`src/rtl/coef_pkg.sv`:
```
// Shared constants and types for the coefficient commit controller.
// The bands are committed in the order low, mid, high.
package coef_pkg;
    localparam int COEF_W = 16;
    localparam int NBANDS = 3;
    localparam int NCOEF  = 5;

    localparam logic [15:0] Q14_ONE = 16'h4000;

    localparam int BAND_LOW  = 0;
    localparam int BAND_MID  = 1;
    localparam int BAND_HIGH = 2;

    // First word (b0) of each band inside the packed set
    localparam int LOW_W0  = 0;
    localparam int MID_W0  = 5;
    localparam int HIGH_W0 = 10;

    typedef enum logic [2:0] {
        ST_IDLE,
        ST_WAIT_SAMPLE,
        ST_COMMIT_LOW,
        ST_COMMIT_MID,
        ST_COMMIT_HIGH,
        ST_DONE
    } state_e;

    function automatic int band_word0(input int band);
        case (band)
            BAND_MID:  return MID_W0;
            BAND_HIGH: return HIGH_W0;
            default:   return LOW_W0;
        endcase
    endfunction
endpackage

```
`src/rtl/coef_bank_reg.sv`:
```
// Five-word coefficient register for one biquad band.
// Reset value is the passthrough filter: b0 = unity, every other word zero.
import coef_pkg::*;

module coef_bank_reg #(
    parameter int               COEF_W = 16,
    parameter logic [COEF_W-1:0] UNITY = COEF_W'(Q14_ONE)
) (
    input  logic                      clk_i,
    input  logic                      rst_i,
    input  logic                      ld_i,
    input  logic [NCOEF*COEF_W-1:0]   d_i,
    output logic [NCOEF*COEF_W-1:0]   q_o
);
    localparam logic [NCOEF*COEF_W-1:0] RST_VAL = {{((NCOEF-1)*COEF_W){1'b0}}, UNITY};

    logic [NCOEF*COEF_W-1:0] q_q;

    always_ff @(posedge clk_i or posedge rst_i) begin
        if (rst_i)     q_q <= RST_VAL;
        else if (ld_i) q_q <= d_i;
    end

    assign q_o = q_q;
endmodule

```
`src/rtl/coef_commit_ctrl.sv`:
```
// Glitch-free coefficient update for a three-band biquad chain: a new set is
// captured into a shadow, latched on a sample strobe, then committed band by band.
import coef_pkg::*;

module coef_commit_ctrl #(
    parameter int COEF_W      = coef_pkg::COEF_W,
    parameter int TIMEOUT_CYC = 4096
) (
    input  logic                             clk_in,
    input  logic                             rst_in,
    input  logic                             upd_valid,
    input  logic [NBANDS*NCOEF*COEF_W-1:0]   upd_coefs,
    input  logic                             sample_strobe,
    input  logic [NBANDS-1:0]                band_busy,
    output logic [NBANDS*NCOEF*COEF_W-1:0]   act_coefs,
    output logic                             pending,
    output logic                             commit_done,
    output logic                             superseded,
    output logic                             timeout_err
);
    localparam int SET_W  = NBANDS*NCOEF*COEF_W;
    localparam int BAND_W = NCOEF*COEF_W;
    localparam int CNT_W  = (TIMEOUT_CYC > 1) ? $clog2(TIMEOUT_CYC) : 1;
    localparam logic [CNT_W-1:0] CNT_MAX = CNT_W'(TIMEOUT_CYC-1);
    localparam logic [COEF_W-1:0] UNITY  = {2'b01, {(COEF_W-2){1'b0}}};

    state_e             state_q, state_d;
    logic [SET_W-1:0]   shadow_q, work_q;
    logic               full_q;
    logic [CNT_W-1:0]   cnt_q, cnt_d;
    logic               err_q, err_d;
    logic               sup_q;
    logic               xfer;
    logic               in_commit;
    logic [1:0]         cur;
    state_e             nxt;
    logic [NBANDS-1:0]  band_ld;

    always_comb begin
        state_d   = state_q;
        cnt_d     = cnt_q;
        err_d     = err_q;
        xfer      = 1'b0;
        in_commit = 1'b0;
        cur       = 2'(BAND_LOW);
        nxt       = ST_IDLE;
        band_ld   = '0;
        case (state_q)
            ST_IDLE:        if (full_q) state_d = ST_WAIT_SAMPLE;
            ST_WAIT_SAMPLE: if (sample_strobe) begin
                state_d = ST_COMMIT_LOW;
                xfer    = 1'b1;
                cnt_d   = '0;
            end
            ST_COMMIT_LOW:  begin in_commit = 1'b1; cur = 2'(BAND_LOW);  nxt = ST_COMMIT_MID;  end
            ST_COMMIT_MID:  begin in_commit = 1'b1; cur = 2'(BAND_MID);  nxt = ST_COMMIT_HIGH; end
            ST_COMMIT_HIGH: begin in_commit = 1'b1; cur = 2'(BAND_HIGH); nxt = ST_DONE;        end
            ST_DONE:        state_d = full_q ? ST_WAIT_SAMPLE : ST_IDLE;
            default:        state_d = ST_IDLE;
        endcase
        // A busy band is waited on until the counter expires, then forced through
        if (in_commit) begin
            if (!band_busy[cur] || cnt_q == CNT_MAX) begin
                band_ld[cur] = 1'b1;
                cnt_d        = '0;
                state_d      = nxt;
                if (band_busy[cur]) err_d = 1'b1;
            end else begin
                cnt_d = cnt_q + 1'b1;
            end
        end
    end

    always_ff @(posedge clk_in or posedge rst_in) begin
        if (rst_in) begin
            state_q  <= ST_IDLE;
            shadow_q <= '0;
            work_q   <= '0;
            full_q   <= 1'b0;
            cnt_q    <= '0;
            err_q    <= 1'b0;
            sup_q    <= 1'b0;
        end else begin
            state_q <= state_d;
            cnt_q   <= cnt_d;
            err_q   <= err_d;
            // Overwriting on the transfer edge is not a supersede: the old set moves on
            sup_q   <= upd_valid & full_q & ~xfer;
            if (upd_valid) begin
                shadow_q <= upd_coefs;
                full_q   <= 1'b1;
            end else if (xfer) begin
                full_q <= 1'b0;
            end
            if (xfer) work_q <= shadow_q;
        end
    end

    for (genvar b = 0; b < NBANDS; b++) begin : g_bank
        coef_bank_reg #(
            .COEF_W (COEF_W),
            .UNITY  (UNITY)
        ) u_bank (
            .clk_i (clk_in),
            .rst_i (rst_in),
            .ld_i  (band_ld[b]),
            .d_i   (work_q[band_word0(b)*COEF_W +: BAND_W]),
            .q_o   (act_coefs[band_word0(b)*COEF_W +: BAND_W])
        );
    end

    assign pending     = full_q | ((state_q != ST_IDLE) && (state_q != ST_DONE));
    assign commit_done = (state_q == ST_DONE);
    assign superseded  = sup_q;
    assign timeout_err = err_q;
endmodule

```
`config.mk`:
```
export PLATFORM = sky130hd
export DESIGN_NAME = coef_commit_ctrl
export DESIGN_NICKNAME = d
export VERILOG_FILES = /design/src/rtl/coef_pkg.sv /design/src/rtl/coef_bank_reg.sv /design/src/rtl/coef_commit_ctrl.sv
export SDC_FILE = /design/constraint.sdc
export NUM_CORES = 1
export LEC_CHECK = 0
export BUFFER_PORTS_ARGS = -buffer_cell sky130_fd_sc_hd__buf_2
export CAP_MARGIN = 20
export CORE_ASPECT_RATIO = 0.8
export CORE_MARGIN = 2
export CORE_UTILIZATION = 35
export CTS_CLUSTER_DIAMETER = 80
export DETAILED_ROUTE_END_ITERATION = 12
export SLEW_MARGIN = 20
export SYNTH_ARGS = -nofsm -noshare
export SYNTH_HDL_FRONTEND = slang
export SYNTH_SLANG_ARGS = --single-unit
```
`constraint.sdc`:
```
create_clock -name clk_in -period 23.1 [get_ports clk_in]
set_input_delay 3.465 -clock clk_in [delete_from_list [all_inputs] [get_ports clk_in]]
set_output_delay 3.465 -clock clk_in [all_outputs]
set_load 0.02 [all_outputs]
```
; ---- Word-level counts from Yosys, hierarchy flattened
; Cells that the tools add are included.
[totals]
ff_bits = 738
input_bits = 247
output_inout_bits = 244
wordCells = 59
[classes]
addsub = 1
n_lt_le_gt_ge = 2
eq_ne = 7
mux = 23
bitwise_logic = 4
reduce_logical = 12
[op_table]
columns = op, n
row1 = 12-bit 2-to-1 mux, 4
row2 = 3-bit 2-to-1 mux, 6
row3 = "12-bit by 1-bit adder with 12-bit output, second input constant", 1
row4 = "12-bit equality test, second input constant", 1
row5 = 3-bit one-hot mux with 4 select lines, 1
row6 = 3-bit one-hot mux with 3 select lines, 1
row7 = 1-bit 2-to-1 mux, 8
row8 = "3-bit by 2-bit equality test with 1-bit output, second input constant", 2
row9 = "3-bit equality test, second input constant", 2
row10 = 2-bit nonzero test, 3
row11 = 2-bit one-hot mux with 2 select lines, 1
row12 = "3-bit by 1-bit equality test with 1-bit output, second input constant", 1
row13 = 3-bit zero test, 1
row14 = "2-bit by 3-bit < comparator with 1-bit output, second input constant", 1
row15 = "3-bit inequality test, second input constant", 1
row16 = 3-bit AND reduction, 1
row17 = 3-bit nonzero test, 1
row18 = 3-bit OR reduction, 1
row19 = 1-bit AND, 2
row20 = 1-bit binary-select mux with 2-bit select, 1
row21 = 1-bit demux with 2-bit select, 1
row22 = "2-bit by 1-bit >= comparator with 1-bit output, second input constant", 1
row23 = 1-bit logical AND, 2
row24 = 2-bit AND reduction, 1
row25 = 4 further kinds, 4

; ---- Logic depth before layout (Yosys ltp)
; Gate-level depths: netlist of run 1.
[logic_depth]
ltp_word = 8
ltp_mapped = 8

; ---- Cells and area by module
; From an unflattened synthesis of run 1, not the netlist that was laid out.
[hier_totals]
cells_unflattened = 2152
hier_area_um2 = 29031.6
[modules_own_cells]
columns = module, instances, cells_each, area_per_inst_um2
row1 = coef_commit_ctrl, 1, 1642, 18893.1
row2 = coef_bank_reg, 3, 170, 3379.5

; ---- Worst setup path before layout of run 1
; Ideal clock, no wire load.
[synth_timing]
path_kind = input to register
startpoint = input upd_valid
endpoint = register shadow_q[10]
t_arrival_ps = 4676
t_required_ps = 22975
setup_slack_ps = 18300
path_stages = 4
path_buffers = 3
path_cell_list = clkbuf_1 > clkbuf_1 > clkbuf_1 > mux2_2
[synth_lines]
columns = item, line_no
row1 = from (decl), coef_commit_ctrl.sv:11  ; input logic upd_valid,
row2 = to (signal assigned), coef_commit_ctrl.sv:90  ; shadow_q <= upd_coefs;
row3 = to (decl), coef_commit_ctrl.sv:28  ; logic [SET_W-1:0] shadow_q, work_q;
; No word-level cell between the ends.

==> flow_summary_export.csv, run 1 <==
group,metric,value,unit
status,status,"completed",
global_routing,grt_max_degree,82,
worst_setup_path,critPathRequiredTime,23.72,ns
timing,worstMarginPinSlew,1.10,ns
synthesis,synthTopCellsByArea,"dfrtp_1, mux2_2, nand2_1",
global_routing,grt_pass1_wl,105,mm
synthesis,synthArstFlopShare,1.00,
die,die_area,81400,um^2
global_routing,grt_pass1_vias,18200,
clocking,cts_buffer_depth,3,
timing,tns,0,ns
die,rows,92,
die,initial_utilization,0.352,
worst_setup_path,crit_type,"input pin to asynchronous set/reset pin",
synthesis,synth_edf_count,0,
placed_design,place_congestion,0.793,
worst_setup_path,critPathArrivalTime,8.16,ns
synthesis,synth_top_area_frac,0.664,
die,die_x,319,um
power,ir_drop,0.0684,mV
power,intPower,2.92,mW
worst_setup_path,critPathCaptureType,"asynchronous set/reset pin",
final_layout,areaGrowthSynthToFinish,21.8,%
synthesis,syn_nets,2392,
timing,fmax,133,MHz
final_layout,multi_input_area,8710,um^2
clocking,root_buffer,"clkbuf_16",
final_layout,final_net_count,2876,
timing,slew-limit-headroom,0.268,
flow_run,maxCapViolations,0,
clocking,clkTransAtPathRegs,0.06,ns
timing,fin_crit_sh,0.326,
worst_setup_path,cpMostUsedCell,"buf_4",
timing,hold_ws,0.444,ns
power,power_density,131,nW/um^2
worst_setup_path,critPathBufInv,7,
clocking,hold_buffers,0,
die,core_area,78600,um^2
clocking,post_cts_buffers,0,
global_routing,globalRouteOverflowTotal,0,
final_layout,final_common_cell,"nand2_1",
timing,hold_viol,0,
placed_design,dp_hpwl,43.5,mm
global_routing,grt.total_usage,0.163,
power,p_leak,17.1,nW
synthesis,syn_inst,2144,
synthesis,syn_avg_cell_area,12.9,um^2
clocking,cts_buffers,77,
power,swShare,0.340,
timing,skew,0.0279,ns
detailed_routing,drt_iter0_drc,869,
worst_setup_path,max_stage_delay,0.85,ns
detailed_routing,ant_nets,0,
worst_setup_path,path_cells,"buf_2 -> clkinvlp_4 -> buf_6 -> buf_4 -> buf_4 -> buf_4 -> buf_4",
timing,rsz0062_at_grt,"no",
power,clock_power_share,0.280,
synthesis,yosys_warnings,0,
clocking,cts_tree,"done",
die,die_height,256,um
clocking,insertion_delay,0.61,ns
worst_hold_path,hp-class,"flop to flop",
detailed_routing,drc,0,
synthesis,synth_flop_cell,"dfrtp_1",
timing,worst_slack,15.56,ns
power,p_comb_frac,0.277,
placed_design,pre_cts_slack,14.42,ns
timing,setup_viol,0,
detailed_routing,drt-vias-per-instance,4.67,
synthesis,synth.distinct_cells,40,
final_layout,drive_gt1_frac,0.359,
synthesis,yosys.area.top_type,"dfrtp_1",
final_layout,postLayoutCoreUtil,0.429,
timing,slew_violations,0,
power,seq_power_share,0.444,
detailed_routing,wirelength,66.3,mm
worst_setup_path,cp_slowest_cell,"buf_4",
timing,layout_min_cycle_time,7.54,ns
worst_setup_path,start_kind,"input pin",
worst_setup_path,crit_fanout,81,
clocking,clkSinkCount,738,
final_layout,fillers,7262,
detailed_routing,avgRoutedWirePerCell,17.7,um
synthesis,ys_ff_latch,738,
global_routing,antenna_found_initial,29,
power,p_switching,1.51,mW
final_layout,regArea,18500,um^2
detailed_routing,vias,17400,
clocking,cts_max_level,3,
placed_design,io_buffers,490,
final_layout,layout_common_cells,"nand2_1, dfrtp_1, buf_2, mux2_2, mux2_1",
clocking,cts_resized,0,
die,io_pins,491,
detailed_routing,dr.pass1.iters,5,
synthesis,yosysSeqAreaShare,0.667,
worst_setup_path,critPathTopFamily,"buffers and inverters",
synthesis,synth_area,27700,um^2
## Yosys cell counts, types with 3 or more instances
cell and n:
clkbuf_1 63, a21o_1 6, nor3_1 6, nand2_1 738
a21oi_1 6, dfrtp_1 735, buf_2 37, nand3_1 6
inv_1 4, buf_8 7, o21ai_0 8, o31ai_1 3
dfstp_2 3, mux2_2 316, mux2_1 166, nor2_1 10
## worst paths after layout
check / slack, ns / end / from / cells past startpoint
max in group clk_in: 17.39 / g_bank[1].u_bank.q_o[46] / band_busy[0] / 7
max: 15.56 / work_q[70] / rst_in / 7
max reg2reg: 19.50 / g_bank[1].u_bank.q_o[46] / state_q[2] / 6
min reg2reg: 0.44 / work_q[126] / shadow_q[126] / 2
min in group asynchronous: 3.02 / shadow_q[86] / rst_in / 2
min: 0.44 / work_q[126] / shadow_q[126] / 2
## cell families after synthesis
kind of cell,count (synthesis),synth area share
multiplexers,482,0.196
flip-flops,738,0.667
AO/OA/AOI/OAI,37,0.00912
buffers and inverters,113,0.0202
adder cells (fa/ha/maj),1,0.000452
XOR/XNOR,2,0.000632
AND/OR/NAND/NOR,771,0.107
## routing by layer
metal,up-vias,wire length (um),track usage
li1,8045,-,-
met1,8827,28100,0.208
met2,420,31200,0.260
met3,123,5230,0.0559
met4,22,1560,0.0511
met5,-,131,0
## worst reg2reg max path, cell delays in order (launching register included)
cell and delay [ns]:
dfrtp_1 0.58, nor3b_2 0.42, a32o_1 0.19, a21oi_1 0.10, o211ai_4 0.82, buf_4 0.85
mux2_1 0.49
## registers in the layout (all words and copies together), names as in the netlist
signal             cells
cnt_q                 12
full_q                 1
g_bank.u_bank.q_o    240
shadow_q             240
state_q                3
superseded             1
timeout_err            1
work_q               240
## cell type report
| class | count | share of cell area |
|---|---|---|
| flip-flops and latches | 738 | 0.548 |
| multi-input cells | 1293 | 0.258 |
| repair buffers | 514 | 0.0788 |
| clock buffers | 106 | 0.0652 |
| well taps | 1034 | 0.0384 |
| clock inverters | 31 | 0.0102 |
| diodes | 17 | 0.00126 |
| inverters | 4 | 0.000556 |
## through the flow
stage	cell area, um^2	power, mW	instances
after floorplan	27700	2.77	2144
after global placement	31100	3.18	3582
after detailed placement	31100	3.23	3582
after CTS	33700	4.50	3719
after global routing	33700	4.70	3727
final	33700	4.43	3737
## power groups by stage
stage          Clock, mW  Sequential (mW)  Combinational [mW]
6_report            1.24             1.96                1.22
3_3_place_gp           0             1.96                1.21
5_1_grt             1.33             2.02                1.34
2_1_floorplan          0             2.17               0.601
4_1_cts             1.28             1.97                1.25
3_5_place_dp           0             1.99                1.25
Power figures use the tool's default switching activity.
==> run 2, diff against run 1 <==
clock period = 6.3 ns   (was 23.1 ns; I/O delays follow)
==> run 2 against run 1 <==
- wire length decreased by 0.46%
- design area increased by 0.25%
- highest routed layer unchanged
- total power increased to 3.7 times the previous value
==> flow_summary_export.csv, run 2 (synthesized netlist as in run 1, its figures left out) <==
group,metric,value,unit
status,status,"completed",
timing,fmax,294,MHz
worst_setup_path,start_kind,"flop",
timing,hold_ws,0.451,ns
worst_setup_path,critPathArrivalTime,3.88,ns
die,die_x,319,um
worst_setup_path,crit_type,"flop to flop",
detailed_routing,drt-vias-per-instance,4.71,
timing,skew,0.0245,ns
final_layout,drive_gt1_frac,0.357,
global_routing,grt.total_usage,0.162,
final_layout,areaGrowthSynthToFinish,22.1,%
clocking,hold_buffers,0,
final_layout,postLayoutCoreUtil,0.430,
clocking,insertion_delay,0.62,ns
die,die_height,256,um
timing,layout_min_cycle_time,3.41,ns
final_layout,final_common_cell,"nand2_1",
placed_design,dp_hpwl,43.1,mm
worst_hold_path,hp-class,"flop to flop",
timing,fin_crit_sh,0.541,
power,ir_drop,0.244,mV
final_layout,final_net_count,2873,
timing,rsz0062_at_grt,"no",
timing,worst_slack,2.89,ns
global_routing,grt_max_degree,174,
die,die_area,81400,um^2
global_routing,grt_pass1_vias,18300,
worst_setup_path,path_depth,6,
detailed_routing,vias,17500,
detailed_routing,ant_nets,0,
timing,slew-limit-headroom,0.262,
global_routing,antenna_found_initial,21,
die,io_pins,491,
worst_setup_path,crit_fanout,44,
worst_setup_path,critPathBufInv,1,
timing,slew_violations,0,
clocking,root_buffer,"clkbuf_16",
timing,setup_viol,0,
final_layout,fillers,7268,
detailed_routing,avgRoutedWirePerCell,17.7,um
die,rows,92,
worst_setup_path,path_cells,"ha_1 -> nand4_1 -> nor4_4 -> o211a_4 -> buf_4 -> mux2_1",
global_routing,grt_pass1_wl,105,mm
clocking,cts_resized,0,
clocking,clkSinkCount,738,
power,power_density,483,nW/um^2
placed_design,pre_cts_slack,2.81,ns
die,initial_utilization,0.352,
clocking,clkTransAtPathRegs,0.06,ns
final_layout,layout_common_cells,"nand2_1, dfrtp_1, buf_2, mux2_2, mux2_1",
worst_setup_path,worstRegToRegCells,6,
worst_setup_path,critPathCaptureType,"flop",
clocking,cts_buffer_depth,3,
worst_setup_path,critPathRequiredTime,6.78,ns
final_layout,regArea,18500,um^2
placed_design,io_buffers,490,
final_layout,stdcell_count,3722,
timing,worstMarginPinSlew,1.11,ns
clocking,cts_buffers,77,
detailed_routing,wirelength,66.0,mm
global_routing,globalRouteOverflowTotal,0,
worst_hold_path,min_path_cells,2,
detailed_routing,drt_iter0_drc,1034,
clocking,cts_max_level,3,
flow_run,maxCapViolations,0,
timing,hold_viol,0,
worst_setup_path,max_stage_delay,0.73,ns
detailed_routing,dr.pass1.iters,4,
die,core_area,78600,um^2
detailed_routing,drc,0,
final_layout,multi_input_area,8710,um^2
clocking,post_cts_buffers,0,
worst_setup_path,cp_slowest_cell,"o211a_4",
power,p_leak,17.1,nW
placed_design,place_congestion,0.813,
worst_setup_path,critPathTopFamily,"simple AND/OR/NAND/NOR gates",
placed_design,dp_cells,3580,
clocking,cts_tree,"done",
## run 2: final timing paths
kind	from	to	slack (ns)
worst max register to register	cnt_q[0]	g_bank[0].u_bank.q_o[34]	2.89
worst min-delay path	shadow_q[118]	work_q[118]	0.45
max in group asynchronous	rst_in	shadow_q[234]	4.15
worst min register to register	shadow_q[118]	work_q[118]	0.45
min in group asynchronous	rst_in	shadow_q[81]	0.52
worst max-delay path	cnt_q[0]	g_bank[0].u_bank.q_o[34]	2.89
## run 2: cell type report
type,instances,area share
Sequential cell,738,0.546
Tap cell,1034,0.0383
Clock inverter,26,0.0121
Antenna cell,12,0.000888
Clock buffer,104,0.0642
Timing Repair Buffer,511,0.0804
Multi-Input combinational cell,1293,0.257
Inverter,4,0.000555
## run 2: worst register-to-register path: cells and delay by family (launching register included)
| kind | cells | cell delay [ns] |
|---|---|---|
| simple gates | 2 | 0.84 |
| buf+inv | 1 | 0.72 |
| flops | 1 | 0.38 |
| fa+ha+maj | 1 | 0.21 |
| mux | 1 | 0.40 |
| compound gates | 1 | 0.73 |
## run 2: layer usage
metal	up-vias	routed length (um)	global-route usage
li1	8024	-	-
met1	8876	28500	0.209
met2	475	30400	0.254
met3	130	5060	0.0560
met4	16	1920	0.0575
met5	-	110	0
## run 2: metrics by stage
stage | power (mW) | cell area [um^2] | setup TNS (ns)
finish | 16.3 | 33800 | 0
detailed placement | 11.9 | 31200 | 0
global route | 17.3 | 33800 | 0
CTS | 16.6 | 33800 | 0
global placement | 11.6 | 31200 | 0
floorplan | 10.1 | 27700 | -3501.35
## run 2: power breakdown
part / internal [mW] / total [mW] / leakage (nW) / switching, mW
clock: 2.75 / 4.62 / 1.27 / 1.87
combinational: 1.71 / 4.52 / 6.73 / 2.81
sequential: 6.35 / 7.18 / 9.13 / 0.834
total: 10.8 / 16.3 / 17.1 / 5.51
